==> src/rtl/uart_cmd_pkg.sv <==
// Shared definitions for the UART command receiver.
//   rx_state_e  : receiver state encoding
//   PARITY_*    : parity mode selectors for PARITY_MODE
//   parity_bit  : expected parity bit for a zero-extended data word
package uart_cmd_pkg;

    typedef enum logic [2:0] {
        IDLE,
        START,
        DATA,
        PARITY,
        STOP,
        CLEANUP,
        BREAK
    } rx_state_e;

    localparam int PARITY_NONE = 0;
    localparam int PARITY_ODD  = 1;
    localparam int PARITY_EVEN = 2;

    // Zero extension of the data word does not change its XOR reduction.
    function automatic logic parity_bit(input logic [15:0] data, input int mode);
        return (mode == PARITY_ODD) ? ~(^data) : (^data);
    endfunction

endpackage

==> src/rtl/uart_rx_sync.sv <==
// Serial line synchroniser with optional majority-vote bit sampler.
// Optional feature macro: UART_CMD_RX_MAJORITY_EN.
// Ports:
//   clk      in   system clock, rising edge
//   rst_n    in   asynchronous active-low reset
//   rx_async in   raw serial line, idle high
//   rx_line  out  2-flop synchronised line (used for edge/idle detection)
//   rx_bit   out  bit value to use at a centre sample
module uart_rx_sync (
    input  logic clk,
    input  logic rst_n,
    input  logic rx_async,
    output logic rx_line,
    output logic rx_bit
);

    logic meta_q;
    logic sync_q;

    always_ff @(posedge clk or negedge rst_n) begin
        if (!rst_n) begin
            meta_q <= 1'b1;
            sync_q <= 1'b1;
        end else begin
            meta_q <= rx_async;
            sync_q <= meta_q;
        end
    end

    assign rx_line = sync_q;

`ifdef UART_CMD_RX_MAJORITY_EN
    logic prev_q;

    always_ff @(posedge clk or negedge rst_n) begin
        if (!rst_n) begin
            prev_q <= 1'b1;
        end else begin
            prev_q <= sync_q;
        end
    end

    // The first stage runs one cycle ahead of rx_line, so it supplies the
    // centre+1 tap and the vote resolves on the centre count itself; output
    // timing therefore matches the single-sample build. A marginal value in
    // that stage can only sway one of the three votes.
    assign rx_bit = (prev_q & sync_q) | (prev_q & meta_q) | (sync_q & meta_q);
`else
    assign rx_bit = sync_q;
`endif

endmodule

==> src/rtl/uart_cmd_rx.sv <==
// UART receiver with drive-command decoder and command-loss watchdog.
// Optional feature macro: UART_CMD_RX_MAJORITY_EN (2-of-3 bit voting).
// Ports:
//   i_Clock      in   system clock
//   i_Reset_n    in   asynchronous active-low reset
//   i_Rx_Serial  in   serial line, idle high
//   o_Rx_DV      out  pulse: o_Rx_Byte valid
//   o_Rx_Byte    out  last good received word
//   o_Frame_Err  out  pulse: stop bit sampled low
//   o_Parity_Err out  pulse: parity mismatch
//   o_Cmd        out  current drive command (held)
//   o_Cmd_Stb    out  pulse: valid command accepted
//   o_Timeout    out  level: watchdog expired
module uart_cmd_rx import uart_cmd_pkg::*; #(
    parameter int CLKS_PER_BIT = 5208,
    parameter int DATA_BITS    = 8,
    parameter int PARITY_MODE  = 0,
    parameter int STOP_BITS    = 1,
    parameter int CMD_BASE     = 48,
    parameter int NUM_CMDS     = 3,
    parameter int TIMEOUT_CLKS = 0,
    localparam int CMD_W       = (NUM_CMDS > 2) ? $clog2(NUM_CMDS) : 1
) (
    input  logic                 i_Clock,
    input  logic                 i_Reset_n,
    input  logic                 i_Rx_Serial,
    output logic                 o_Rx_DV,
    output logic [DATA_BITS-1:0] o_Rx_Byte,
    output logic                 o_Frame_Err,
    output logic                 o_Parity_Err,
    output logic [CMD_W-1:0]     o_Cmd,
    output logic                 o_Cmd_Stb,
    output logic                 o_Timeout
);

    localparam int CTR_W = $clog2(CLKS_PER_BIT);
    localparam logic [CTR_W-1:0] CENTER    = CTR_W'((CLKS_PER_BIT - 1) / 2);
    localparam logic [CTR_W-1:0] LAST_CNT  = CTR_W'(CLKS_PER_BIT - 1);
    localparam logic [3:0]       LAST_DATA = 4'(DATA_BITS - 1);
    localparam logic [3:0]       LAST_STOP = 4'(STOP_BITS - 1);

    logic rx_line;
    logic rx_bit;

    uart_rx_sync u_sync (
        .clk      (i_Clock),
        .rst_n    (i_Reset_n),
        .rx_async (i_Rx_Serial),
        .rx_line  (rx_line),
        .rx_bit   (rx_bit)
    );

    rx_state_e            state_q, state_d;
    logic [CTR_W-1:0]     ctr_q, ctr_d;
    logic [3:0]           idx_q, idx_d;
    logic [DATA_BITS-1:0] data_q, data_d;
    logic [DATA_BITS-1:0] byte_q, byte_d;
    logic                 perr_q, perr_d;
    logic                 ferr_q, ferr_d;
    logic [CMD_W-1:0]     cmd_q, cmd_d;
    logic                 cmd_stb_q, cmd_stb_d;

    logic             at_center;
    logic             at_end;
    logic [CTR_W-1:0] ctr_bump;
    logic             rx_dv;
    logic             frame_err;
    logic             parity_err;
    logic             cmd_hit;
    logic [CMD_W-1:0] cmd_val;
    logic [31:0]      byte_ext;
    logic             expire;

    assign at_center = (ctr_q == CENTER);
    assign at_end    = (ctr_q == LAST_CNT);
    assign ctr_bump  = at_end ? '0 : ctr_q + 1'b1;

    // State register and datapath flops
    always_ff @(posedge i_Clock or negedge i_Reset_n) begin
        if (!i_Reset_n) begin
            state_q   <= IDLE;
            ctr_q     <= '0;
            idx_q     <= '0;
            data_q    <= '0;
            byte_q    <= '0;
            perr_q    <= 1'b0;
            ferr_q    <= 1'b0;
            cmd_q     <= '0;
            cmd_stb_q <= 1'b0;
        end else begin
            state_q   <= state_d;
            ctr_q     <= ctr_d;
            idx_q     <= idx_d;
            data_q    <= data_d;
            byte_q    <= byte_d;
            perr_q    <= perr_d;
            ferr_q    <= ferr_d;
            cmd_q     <= cmd_d;
            cmd_stb_q <= cmd_stb_d;
        end
    end

    // Next-state and datapath
    always_comb begin
        state_d = state_q;
        ctr_d   = ctr_q;
        idx_d   = idx_q;
        data_d  = data_q;
        byte_d  = byte_q;
        perr_d  = perr_q;
        ferr_d  = ferr_q;
        unique case (state_q)
            IDLE: begin
                ctr_d  = '0;
                idx_d  = '0;
                perr_d = 1'b0;
                ferr_d = 1'b0;
                if (!rx_line) state_d = START;
            end
            START: begin
                ctr_d = ctr_bump;
                if (at_center && rx_bit) state_d = IDLE;
                else if (at_end)         state_d = DATA;
            end
            DATA: begin
                ctr_d = ctr_bump;
                if (at_center) data_d = {rx_bit, data_q[DATA_BITS-1:1]};
                if (at_end) begin
                    if (idx_q == LAST_DATA) begin
                        idx_d   = '0;
                        state_d = (PARITY_MODE != PARITY_NONE) ? PARITY : STOP;
                    end else begin
                        idx_d = idx_q + 1'b1;
                    end
                end
            end
            PARITY: begin
                ctr_d = ctr_bump;
                if (at_center) perr_d = (rx_bit != parity_bit(16'(data_q), PARITY_MODE));
                if (at_end)    state_d = STOP;
            end
            STOP: begin
                ctr_d = ctr_bump;
                if (at_center) begin
                    if (!rx_bit) ferr_d = 1'b1;
                    // Leave at the centre of the last stop bit so the outcome
                    // pulse lands half a bit before the frame ends.
                    if (idx_q == LAST_STOP) begin
                        state_d = CLEANUP;
                        ctr_d   = '0;
                        idx_d   = '0;
                        if (rx_bit && !ferr_q && !perr_q) byte_d = data_q;
                    end
                end else if (at_end) begin
                    idx_d = idx_q + 1'b1;
                end
            end
            CLEANUP: begin
                state_d = ferr_q ? BREAK : IDLE;
            end
            BREAK: begin
                if (rx_line) state_d = IDLE;
            end
            default: state_d = IDLE;
        endcase
    end

    // Outcome pulses
    always_comb begin
        rx_dv      = 1'b0;
        frame_err  = 1'b0;
        parity_err = 1'b0;
        if (state_q == CLEANUP) begin
            if (ferr_q)      frame_err  = 1'b1;
            else if (perr_q) parity_err = 1'b1;
            else             rx_dv      = 1'b1;
        end
    end

    // Command decode; byte_q is below 2**DATA_BITS, so out-of-width command
    // codes can never match.
    assign byte_ext = 32'(byte_q);
    assign cmd_hit  = rx_dv && (byte_ext >= 32'(CMD_BASE))
                            && (byte_ext <  32'(CMD_BASE + NUM_CMDS));
    assign cmd_val  = CMD_W'(byte_ext - 32'(CMD_BASE));

    always_comb begin
        cmd_d     = cmd_q;
        cmd_stb_d = cmd_hit;
        if (expire)  cmd_d = '0;
        if (cmd_hit) cmd_d = cmd_val;
    end

    generate
        if (TIMEOUT_CLKS > 0) begin : g_wd
            localparam int WD_W = $clog2(TIMEOUT_CLKS + 1);
            localparam logic [WD_W-1:0] WD_MAX = WD_W'(TIMEOUT_CLKS);

            logic [WD_W-1:0] wd_q, wd_d;
            logic            to_q, to_d;

            always_ff @(posedge i_Clock or negedge i_Reset_n) begin
                if (!i_Reset_n) begin
                    wd_q <= '0;
                    to_q <= 1'b0;
                end else begin
                    wd_q <= wd_d;
                    to_q <= to_d;
                end
            end

            // Expiry fires once, on the edge where the count reaches the limit.
            always_comb begin
                wd_d   = wd_q;
                to_d   = to_q;
                expire = 1'b0;
                if (cmd_hit) begin
                    wd_d = '0;
                    to_d = 1'b0;
                end else if (wd_q != WD_MAX) begin
                    wd_d = wd_q + 1'b1;
                    if (wd_d == WD_MAX) begin
                        expire = 1'b1;
                        to_d   = 1'b1;
                    end
                end
            end

            assign o_Timeout = to_q;
        end else begin : g_no_wd
            assign expire    = 1'b0;
            assign o_Timeout = 1'b0;
        end
    endgenerate

    assign o_Rx_DV      = rx_dv;
    assign o_Rx_Byte    = byte_q;
    assign o_Frame_Err  = frame_err;
    assign o_Parity_Err = parity_err;
    assign o_Cmd        = cmd_q;
    assign o_Cmd_Stb    = cmd_stb_q;

endmodule

==> config.mk <==
export PLATFORM = sky130hd
export DESIGN_NAME = uart_cmd_rx
export DESIGN_NICKNAME = d
export VERILOG_FILES = /design/src/rtl/uart_cmd_pkg.sv /design/src/rtl/uart_rx_sync.sv /design/src/rtl/uart_cmd_rx.sv
export SDC_FILE = /design/constraint.sdc
export NUM_CORES = 1
export LEC_CHECK = 0
export ABC_CLOCK_PERIOD_IN_PS = 2750
export BUFFER_PORTS_ARGS = -buffer_cell sky130_fd_sc_hd__buf_2
export CAP_MARGIN = 15
export CORE_MARGIN = 2
export CORE_UTILIZATION = 35
export DETAILED_ROUTE_END_ITERATION = 8
export GPL_TIMING_DRIVEN = 0
export HOLD_SLACK_MARGIN = 0.1
export PLACE_DENSITY = 0.5
export SLEW_MARGIN = 20
export SYNTH_ARGS = -nofsm -noshare
export SYNTH_HDL_FRONTEND = slang
export SYNTH_SLANG_ARGS = --single-unit
==> constraint.sdc <==
create_clock -name i_Clock -period 2.75 [get_ports i_Clock]
set_input_delay 0.275 -clock i_Clock [delete_from_list [all_inputs] [get_ports i_Clock]]
set_output_delay 0.275 -clock i_Clock [all_outputs]
set_load 0.01 [all_outputs]
# Word level (Yosys, flattened, before mapping)
# Index checks and enable logic that the tools add are counted.
classes:
  n_eq_ne: 22
  reduce_logical: 21
  n_lt_le_gt_ge: 2
  muxes: 34
  add_sub_neg: 3
ops:
  columns: ["op", "n"]
  rows:
  - ["13-bit two-way mux", 3]
  - ["13-bit one-hot mux with 3 select lines", 1]
  - ["3-bit two-way mux", 10]
  - ["3-bit one-hot mux with 7 select lines", 1]
  - ["4-bit two-way mux", 5]
  - ["2-bit inequality test (second input constant)", 8]
  - ["16-bit parity", 1]
  - ["13-bit by 1-bit adder with 13-bit output (second input constant)", 1]
  - ["13-bit by 12-bit equality test with 1-bit output (second input constant)", 1]
  - ["13-bit equality test (second input constant)", 1]
  - ["4-bit one-hot mux with 3 select lines", 1]
  - ["1-bit two-way mux", 11]
  - ["3-bit equality test (second input constant)", 3]
  - ["3-bit inequality test (second input constant)", 3]
  - ["8-bit by 6-bit greater-or-equal comparator with 1-bit output (second input constant)", 1]
  - ["8-bit by 6-bit less-than comparator with 1-bit output (second input constant)", 1]
  - ["4-bit AND reduction", 2]
  - ["8-bit AND reduction", 1]
  - ["3-bit by 2-bit equality test with 1-bit output (second input constant)", 2]
  - ["3-bit nonzero test", 2]
  - ["1-bit logical AND", 5]
  - ["4-bit by 1-bit adder with 4-bit output (second input constant)", 1]
  - ["4-bit by 3-bit equality test with 1-bit output (second input constant)", 1]
  - ["4-bit zero test", 1]
  - ["other kinds (11)", 15]
word_totals:
  regBits: 43
  elab_cells: 93
  in_bits: 3

# Depth between registers and ports, before layout
# Gate-level depths: netlist of the first run.
logic_depth:
  word_depth: 5
  depth_mapped: 7
  mapped_depth_nobuf: 7

# By module
# Synthesis of the first run repeated with hierarchy kept, for this count alone.
unflattened:
  cells_unflattened: 217
  hier_area_um2: 2299.7
by_module_without_submodules:
  columns: ["module", "area_per_inst_um2", "n_inst", "cells_per_inst"]
  rows:
  - ["uart_cmd_rx", 2239.6, 1, 214]
  - ["uart_rx_sync", 60.1, 1, 3]

# Worst setup path before layout of the first run
# OpenSTA, ideal clock, no wires.
synth_timing:
  path_kind: "reg2reg"
  startpoint: "reg ctr_q[6]"
  endpoint: "reg byte_q[0] (netlist: o_Rx_Byte[0])"
  arrival_time_ns: 2.304
  period_less_slack_ns: 2.429
  setup_time_ns: 0.125
  t_required_ns: 2.625
  setup_slack_ns: 0.321
  path_stages_with_launch: 6
  n_path_buf: 1
  path_cell_list: "dfrtp_1 > or4b_1 > or4_1 > buf_6 > nor3_4 > mux2_2"
synth_between:
  elab_chain_cells: 2
synth_lines:
  columns: ["element", "line", "rtl"]
  rows:
  - ["start: declaration", "uart_cmd_rx.sv:54", "logic [CTR_W-1:0] ctr_q, ctr_d;"]
  - ["start signal: assignment", "uart_cmd_rx.sv:92", "ctr_q <= ctr_d;"]
  - ["13-bit by 12-bit equality test with 1-bit output", "uart_cmd_rx.sv:74", "assign at_center = (ctr_q == CENTER);"]
  - ["4-bit AND reduction (no source line)", null, null]
  - ["end signal: assignment", "uart_cmd_rx.sv:95", "byte_q <= byte_d;"]
  - ["end: declaration", "uart_cmd_rx.sv:57", "logic [DATA_BITS-1:0] byte_q, byte_d;"]
# No other way between the ends.
# A chain may end at the register's enable or synchronous reset.

# Final worst setup path of the first run
layout_timing:
  startpoint: "reg ctr_q[2]"
  endpoint: "reg state_q[1]"
layout_between:
  elab_chain_cells: 4
  elab_cells_between_ends: 10
layout_lines:
  columns: ["element", "line", "rtl"]
  rows:
  - ["13-bit by 12-bit equality test with 1-bit output", "uart_cmd_rx.sv:74", null]
  - ["1-bit logical AND", "uart_cmd_rx.sv:122", "if (at_center && rx_bit) state_d = IDLE;"]
  - ["3-bit inequality test (no source line) / 3-bit two-way mux (equally long branches)", null, null]
  - ["8-bit AND reduction (no source line) / 3-bit one-hot mux with 7 select lines (equally long branches)", null, null]
  - ["end signal: assignment", "uart_cmd_rx.sv:91", "state_q <= state_d;"]
  - ["end: declaration", "uart_cmd_rx.sv:53", "rx_state_e state_q, state_d;"]
# Several ways; a longest one is shown, not always the timed one.

==> run summary, run 1 <==
Setup TNS - 0 ns
antenna viol nets, final - 0
yosys warns - 0
via count - 1863
min-delay worst type - input pin to async pin
Pint - 0.8208 mW
vias in the first global route - 1764
CTS tree - built
I/O Buffers - 16
ant diodes - 0
status - complete, no violations
Area after DPL - 2555 sq um
critical path class - register to register
critical path fanouts, max - 7
Starting Density - 35.54%
fin util - 40.02%
register area - 1079 sq um
Final nets - 269
required time worst endpoint - 2.93 ns
share of cells above drive strength 1 - 19.70%
Hold WS - 0.1098 ns
CTS sink count - 43
most common cell after layout, fill and taps aside - dfrtp_1
postcts setup bufs - 0
Final Setup Violations - 0
# DRC - 0
Synth Register Bits - 43
power share of the combinational group - 1.9%
Worst Clk Skew - 0.008673 ns
CTS Buffer Depth - 2
min Tclk post-route - 2.666 ns
Final Cycle Share - 96.96%
GR Util All Layers - 15.43%
final hold violation count - 0
Top FF cell, synth - dfrtp_1
WP data arrival - 2.85 ns
Num CTS Buffers - 5
Congestion Overflow GR - 0
f_max - 375.0 MHz
Max-cap violations - 0
Slew HR - 37.64%
DIE AREA - 7460 sq um
Routed wire per std cell - 15.78 um
Sw Share - 23.49%
Setup crit end kind - register
multi-input logic area - 1234 sq um
Non-Filler Cell Area, Final - 2674 sq um
first-pass iteration count of the detailed router - 6
synth unique cells - 56
commonest non-fill, non-tap cells in the layout - dfrtp_1, nor2_1, o21ai_0
Vert. Die Dim - 86.37 um
first-pass GRT wire length - 9.156 mm
Syn Inst Count - 239
post-synthesis sequential area ratio - 45.42%
I/O Pins - 18
crit path launch type - register
Net Sw Power - 0.2520 mW
synthesized area per cell - 9.936 sq um
Final Max Tran Viols - 0
RSZ-0062 raised after global routing - no
clk root buf - clkbuf_8
Post-synth EDFFs - 0
Filler cells - 690
H-tree level count - 2
Worst Tran Pin Value - 0.9354 ns
largest net degree at the start of global routing - 44
synthesized net count - 245
antenna violations before repair - 0
Clock Latency Late Sink - 0.30 ns
post-DR vias/cell - 5.416
clock share of power - 38.9%
Site Rows - 30
Leak - 1.165 nW
die width - 86.37 um
sequential power share - 59.2%
Mapped Area - 2375 sq um
RePlAce Congestion - 0.8327
Max VDD drop - 0.1914 mV
DP Wirelength - 3.870 mm
overall power - 1.073 mW
Synth async-reset ratio - 100.0%
drt total wl - 5.428 mm
P per Cell Area - 401.2 nW/um^2
Clock transition at path regs - 0.09 ns
Layout Area Growth over Synthesis - 12.59%
initial DRC count - 109
core box area - 6681 sq um
## per-layer routing
metal	up-vias	GRT usage [%]	part of all wire [%]
li1	919	-	-
met1	903	23.10	50
met2	31	22.31	46
met3	10	3.524	3.2
met4	0	4.261	1.3
met5	-	0	0
## synth_stat cells (2+ instances only)
cell type	n	area [sq um]
a211oi_1	2	15.01
a21o_1	2	15.01
a21oi_1	14	70.07
a31oi_1	2	12.51
and2_1	2	12.51
and3_1	2	12.51
buf_1	2	7.510
clkbuf_1	5	18.77
dfrtp_1	41	1026
dfstp_2	2	52.55
ha_1	3	37.54
inv_1	9	33.78
maj3_1	2	20.02
mux2_1	2	22.52
mux2_2	16	180.2
nand2_1	17	63.81
nand2b_1	4	25.02
nand3_1	10	50.05
nand3b_1	2	15.01
nand4_1	2	12.51
nand4b_1	2	17.52
nor2_1	18	67.56
nor3_1	9	45.04
nor3_4	2	32.53
nor3b_1	2	15.01
nor4_1	4	25.02
nor4bb_1	2	20.02
o21ai_0	18	90.09
o32ai_1	2	17.52
o41ai_1	3	26.28
or4b_1	2	20.02
xnor2_1	9	78.83
xor2_1	2	17.52
## cell families after synthesis
kind of cell | synth area share [%]
compound gates | 14.86
xor+xnor | 4.057
fa+ha+maj | 2.424
buf+inv | 3.319
flops | 45.42
mux | 8.957
other cells | 0.1579
simple gates | 20.81
## stage by stage
stage,worst slack (ns),instances
2_1_floorplan,0.3211,239
3_3_place_gp,0.01145,335
3_5_place_dp,0.007227,335
4_1_cts,0.08138,344
5_1_grt,0.01374,344
6_report,0.08358,344
## worst max-delay path, stage by stage, from the launching register on
cell and delay [ns]:
dfrtp_1 0.46, or4b_1 0.63, nor4_1 0.64, o32ai_1 0.31
a211o_1 0.30, a32o_1 0.22
## registers in the layout (all words and copies together), names as in the netlist
register,count
o_Rx_Byte,8
o_Cmd,2
idx_q,4
o_Cmd_Stb,1
perr_q,1
u_sync.meta_q,1
data_q,8
ctr_q,13
state_q,3
u_sync.rx_bit,1
ferr_q,1
## cell type report
type	instances	area share (%)
timing repair buffer	17	3.369
clock inverter	3	0.8891
multi-input combinational	178	46.14
inverter	9	1.263
clock buffer	5	2.574
tap	80	3.744
sequential	43	40.34
buffer	9	1.685
## repair_timing
| item | CTS | global route |
|---|---|---|
| gates resized for setup | 1 | 1 |
| endpoints found under the hold margin | 1 | 0 |
| endpoints found under the setup margin | 1 | 9 |
| hold buffers | 1 | 0 |
| pin swaps | 0 | 2 |
## power by group through the flow
stage | Sequential [mW] | Clock [mW] | Combinational [mW]
after floorplan | 0.647 | 0 | 0.00574
after global placement | 0.647 | 0 | 0.0216
after detailed placement | 0.647 | 0 | 0.0210
after CTS | 0.635 | 0.439 | 0.0222
after global routing | 0.635 | 0.458 | 0.0248
final | 0.635 | 0.418 | 0.0206
## path summary, 6_finish.rpt
check / from / cells past startpoint / endpoint / slack [ns]
hold / removal: i_Reset_n / 1 / ctr_q[10]$_DFFE_PN0P_ / 0.11
hold reg to reg: u_sync.meta_q$_DFF_PN1_ / 0 / u_sync.rx_bit$_DFF_PN1_ / 0.37
min in group i_Clock: u_sync.meta_q$_DFF_PN1_ / 0 / u_sync.rx_bit$_DFF_PN1_ / 0.37
max in group asynchronous: i_Reset_n / 1 / state_q[2]$_DFFE_PN0P_ / 2.05
setup / recovery: ctr_q[2]$_DFFE_PN0P_ / 5 / state_q[1]$_DFFE_PN0P_ / 0.08
setup reg to reg: ctr_q[2]$_DFFE_PN0P_ / 5 / state_q[1]$_DFFE_PN0P_ / 0.08
No activity file was read; power rests on OpenSTA's default activity.
==> run 2: changes to the inputs <==
RECOVER_POWER = 100   (was unset)
==> run summary, run 2 (synthesized netlist as in run 1, its figures left out) <==
clk root buf - clkbuf_8
Congestion Overflow GR - 0
Clock transition at path regs - 0.09 ns
f_max - 379.5 MHz
DP Wirelength - 3.870 mm
multi-input logic area - 1234 sq um
failing checks - capacitance limit, slew limit
Setup TNS - 0 ns
ant diodes - 0
Filler cells - 690
WP data arrival - 2.82 ns
H-tree level count - 2
Site Rows - 30
Most flops, register - ctr_q
Routed wire per std cell - 15.75 um
post-DR vias/cell - 5.369
DIE AREA - 7460 sq um
via count - 1847
Final nets - 269
crit-path cells - or4b_1 -> or4_1 -> buf_6 -> nor3_4 -> mux2_2
CTS tree - built
I/O Pins - 18
most common cell after layout, fill and taps aside - dfrtp_1
Max-cap violations - 1
Worst Clk Skew - 0.009176 ns
Num CTS Buffers - 5
I/O Buffers - 16
register area - 1079 sq um
drt total wl - 5.419 mm
final hold violation count - 0
P per Cell Area - 404.3 nW/um^2
initial DRC count - 110
Critical Path Slowest Stage Cell - or4b_1
Max stage delay on crit path - 0.62 ns
required time worst endpoint - 2.93 ns
first-pass iteration count of the detailed router - 7
core box area - 6681 sq um
first-pass GRT wire length - 9.156 mm
die width - 86.37 um
status - finished, violations left
Vert. Die Dim - 86.37 um
critical path class - register to register
Slew HR - -50.21%
Leak - 1.101 nW
antenna violations before repair - 0
Final Cycle Share - 95.82%
RePlAce Congestion - 0.8327
critical path fanouts, max - 8
largest net degree at the start of global routing - 44
antenna viol nets, final - 0
RSZ-0062 raised after global routing - no
Setup crit end kind - register
final worst slack - 0.1150 ns
share of cells above drive strength 1 - 14.02%
Layout Area Growth over Synthesis - 11.80%
crit path launch type - register
min Tclk post-route - 2.635 ns
Clock Latency Late Sink - 0.30 ns
vias in the first global route - 1764
commonest non-fill, non-tap cells in the layout - dfrtp_1, clkbuf_1, nor2_1, o21ai_0, nand2_1
Final Setup Violations - 0
Starting Density - 35.54%
CTS Buffer Depth - 2
number of flip-flops under the largest register name - 13
Max VDD drop - 0.1917 mV
# DRC - 0
Worst Tran Pin Value - 2.253 ns
min-delay worst type - register to register
GR Util All Layers - 15.43%
worst slack, placed - 0.007227 ns
CTS sink count - 43
Final Max Tran Viols - 44
==> run 2: cell types whose count changed in the layout (fill, tap and decap cells not counted), sizes merged <==
cell / change
clkbuf: +16
buf: -16
==> run 2: power by group <==
part,internal (mW),switching (mW)
clock,0.182,0.237
sequential,0.634,0.000328
combinational,0.00444,0.0159
total,0.821,0.253
==> run 2: cell type report <==
class,instances,area share (%)
inverter,9,1.272
timing repair buffer,17,2.686
sequential,43,40.62
multi-input combinational,178,46.47
clock buffer,5,2.592
tap,80,3.770
clock inverter,3,0.8954
buffer,9,1.697
==> run 2: what timing repair did <==
action	in CTS	in global routing
hold buffers	1	0
setup endpoints to repair	1	9
buffers inserted	0	0
endpoints found under the hold margin	1	0
resized for setup	1	1
pin swaps	0	2
==> run 2: final timing paths <==
check / startpoint / depth (start not counted) / slack (ns) / endpoint
min reg2reg: u_sync.meta_q$_DFF_PN1_ / 0 / 0.37 / u_sync.rx_bit$_DFF_PN1_
max reg2reg: ctr_q[6]$_DFFE_PN0P_ / 5 / 0.12 / data_q[6]$_DFFE_PN0P_
min in group asynchronous: i_Reset_n / 1 / 0.63 / ctr_q[10]$_DFFE_PN0P_
min: u_sync.meta_q$_DFF_PN1_ / 0 / 0.37 / u_sync.rx_bit$_DFF_PN1_
max in group asynchronous: i_Reset_n / 1 / 0.83 / state_q[2]$_DFFE_PN0P_
max: ctr_q[6]$_DFFE_PN0P_ / 5 / 0.12 / data_q[6]$_DFFE_PN0P_
==> run 2: routing by layer <==
layer | part of all wire (%) | up-vias | global-route usage, %
met5 | 0 | - | 0
met4 | 1.1 | 0 | 4.261
met3 | 3.5 | 6 | 3.524
met2 | 46 | 34 | 22.31
met1 | 50 | 887 | 23.10
li1 | - | 920 | -
==> run 2: per-stage QoR <==
| stage | power (mW) | hold slack [ns] | cells | instance area (sq um) | util (%) |
|---|---|---|---|---|---|
| final | 1.074 | 0.3695 | 344 | 2655 | 39.74 |
| after global routing | 1.117 | 0.3795 | 344 | 2655 | 39.74 |
| after CTS | 1.096 | 0.1558 | 344 | 2665 | 39.89 |
| after detailed placement | 0.6682 | 0.3472 | 335 | 2555 | 38.24 |
| after global placement | 0.6687 | 0.3469 | 335 | 2555 | 38.24 |
| after floorplan | 0.6530 | -0.02059 | 239 | 2375 | - |
==> run 2: critical path: cells and delay by family, from the launching register on <==
kind,cells,cell delay (ns)
and+or+nand+nor,3,1.50
DFF,1,0.47
muxes,1,0.39
buffers and inverters,1,0.17
==> run 3: changes to the inputs <==
ABC_CLOCK_PERIOD_IN_PS = 2150   (was 2750)
BUFFER_PORTS_ARGS = -buffer_cell sky130_fd_sc_hd__clkbuf_2   (was -buffer_cell sky130_fd_sc_hd__buf_2)
CORE_MARGIN = unset   (was 2)
PLACE_DENSITY = 0.52   (was 0.5)
clock period = 2.15 ns   (was 2.75 ns; I/O delays follow)
==> run summary, run 3 (synthesized netlist as in run 1, its figures left out) <==
status - finished, violations left
failing checks - DRC, setup timing
DIE AREA - 7118 sq um
critical path class - register to register
Worst Clk Skew - 0.01371 ns
WP data arrival - 2.53 ns
required time worst endpoint - 2.35 ns
Max stage delay on crit path - 0.61 ns
post-DR vias/cell - 5.379
most common cell after layout, fill and taps aside - dfrtp_1
Setup TNS - -3.358 ns
Levels on crit path - 5
clk root buf - clkbuf_8
I/O Pins - 18
Clock Latency Late Sink - 0.31 ns
first-pass GRT wire length - 9.708 mm
Max VDD drop - 0.2815 mV
FF-to-FF path depth - 5
Final nets - 295
final hold violation count - 0
antenna viol nets, final - 0
first-pass iteration count of the detailed router - 6
Final Cycle Share - 108.2%
share of cells above drive strength 1 - 30.00%
Final Max Tran Viols - 0
Site Rows - 29
critical path fanouts, max - 5
CTS sink count - 43
CTS Buffer Depth - 2
initial DRC count - 169
Worst path top cell family by delay - simple AND/OR/NAND/NOR gates
overall power - 1.403 mW
Max-cap violations - 0
Starting Density - 36.77%
core box area - 6459 sq um
reg2reg setup slack - -0.18 ns
# DRC - 2
vias in the first global route - 1898
die width - 84.37 um
hold path depth - 0
min Tclk post-route - 2.325 ns
drt total wl - 5.804 mm
Slew HR - 28.76%
Num CTS Buffers - 5
Congestion Overflow GR - 0
Critical Path Slowest Stage Cell - or4_4
Vert. Die Dim - 84.37 um
H-tree level count - 2
Final Non-Filler Cells - 367
antenna violations before repair - 0
crit path launch type - register
Buf/Inv on CP - 1
via count - 1974
Filler cells - 625
Clock transition at path regs - 0.10 ns
largest net degree at the start of global routing - 44
min-delay worst type - register to register
final worst slack - -0.1755 ns
number of flip-flops under the largest register name - 13
RePlAce Congestion - 0.8138
multi-input logic area - 1373 sq um
dpl cells - 332
CTS tree - built
register area - 1090 sq um
crit-path cells - or4b_4 -> or4_4 -> nor3_4 -> buf_6 -> mux2_4
DP Wirelength - 3.808 mm
f_max - 430.0 MHz
Final Setup Violations - 25
RSZ-0062 raised after global routing - yes
GR Util All Layers - 17.31%
Hold WS - 0.3593 ns
Worst Tran Pin Value - 1.069 ns
Layout Area Growth over Synthesis - 27.24%
ant diodes - 0
commonest non-fill, non-tap cells in the layout - dfrtp_1, buf_4, nor2_1
Most flops, register - ctr_q
I/O Buffers - 16
Leak - 1.301 nW
Setup crit end kind - register
P per Cell Area - 464.3 nW/um^2
fin util - 46.78%
Routed wire per std cell - 15.81 um
run 3: cell count changes in the layout (fill, tap and decap cells not counted), moves of 5 or more:
cell and change:
buf_4 +19, clkbuf_2 +6, dfrtp_1 -9, dfrtp_2 +9, mux2_2 -14, mux2_4 +16
o21ai_0 -5
run 3: worst register-to-register path, cell delays in order (launching register included):
cell and delay [ns]:
dfrtp_2 0.42, or4b_4 0.54, or4_4 0.61, nor3_4 0.20, buf_6 0.16, mux2_4 0.29
run 3: cell type report:
cell class,instances,area share (%)
inverters,9,1.118
multi-input cells,178,45.42
plain buffers,8,1.242
flip-flops and latches,43,36.07
clock buffers,5,2.277
repair buffers,44,9.814
clock inverters,3,0.8696
well taps,77,3.188
run 3: worst paths after layout:
path                                          from                       to
setup / recovery              ctr_q[2]$_DFFE_PN0P_    data_q[0]$_DFFE_PN0P_
hold / removal             u_sync.meta_q$_DFF_PN1_  u_sync.rx_bit$_DFF_PN1_
setup reg to reg              ctr_q[2]$_DFFE_PN0P_    data_q[0]$_DFFE_PN0P_
hold reg to reg            u_sync.meta_q$_DFF_PN1_  u_sync.rx_bit$_DFF_PN1_
max in group asynchronous                i_Reset_n    ctr_q[11]$_DFFE_PN0P_
min in group asynchronous                i_Reset_n     ctr_q[9]$_DFFE_PN0P_
run 3: layer usage:
layer | vias up | wire [um] | global-route usage (%) | share of wire [%]
met5 | - | 0 | 0 | 0
met4 | 0 | 66 | 6.009 | 1.1
met3 | 4 | 260 | 3.441 | 4.5
met2 | 46 | 2606 | 26.60 | 45
met1 | 953 | 2872 | 24.45 | 49
li1 | 971 | - | - | -
run 3: stage by stage:
| step | worst slack, ns | instance area (sq um) |
|---|---|---|
| final | -0.1755 | 3022 |
| after global routing | -0.2312 | 3022 |
| after CTS | -0.2173 | 2912 |
| after detailed placement | -0.6033 | 2576 |
| after global placement | -0.6419 | 2574 |
| after floorplan | -0.2166 | 2397 |
run 3: where the power goes:
part           switching [mW]  internal (mW)
registers            0.000419          0.811
clock network           0.322          0.242
logic                  0.0208        0.00728
run 3: what timing repair did:
| action | 4_1_cts | 5_1_grt |
|---|---|---|
| pin swaps | 9 | 7 |
| endpoints found under the setup margin | 39 | 35 |
| hold endpoints to repair | 42 | 0 |
| hold buffers | 2 | 0 |
| buffers inserted | 17 | 9 |
| gates resized for setup | 26 | 24 |
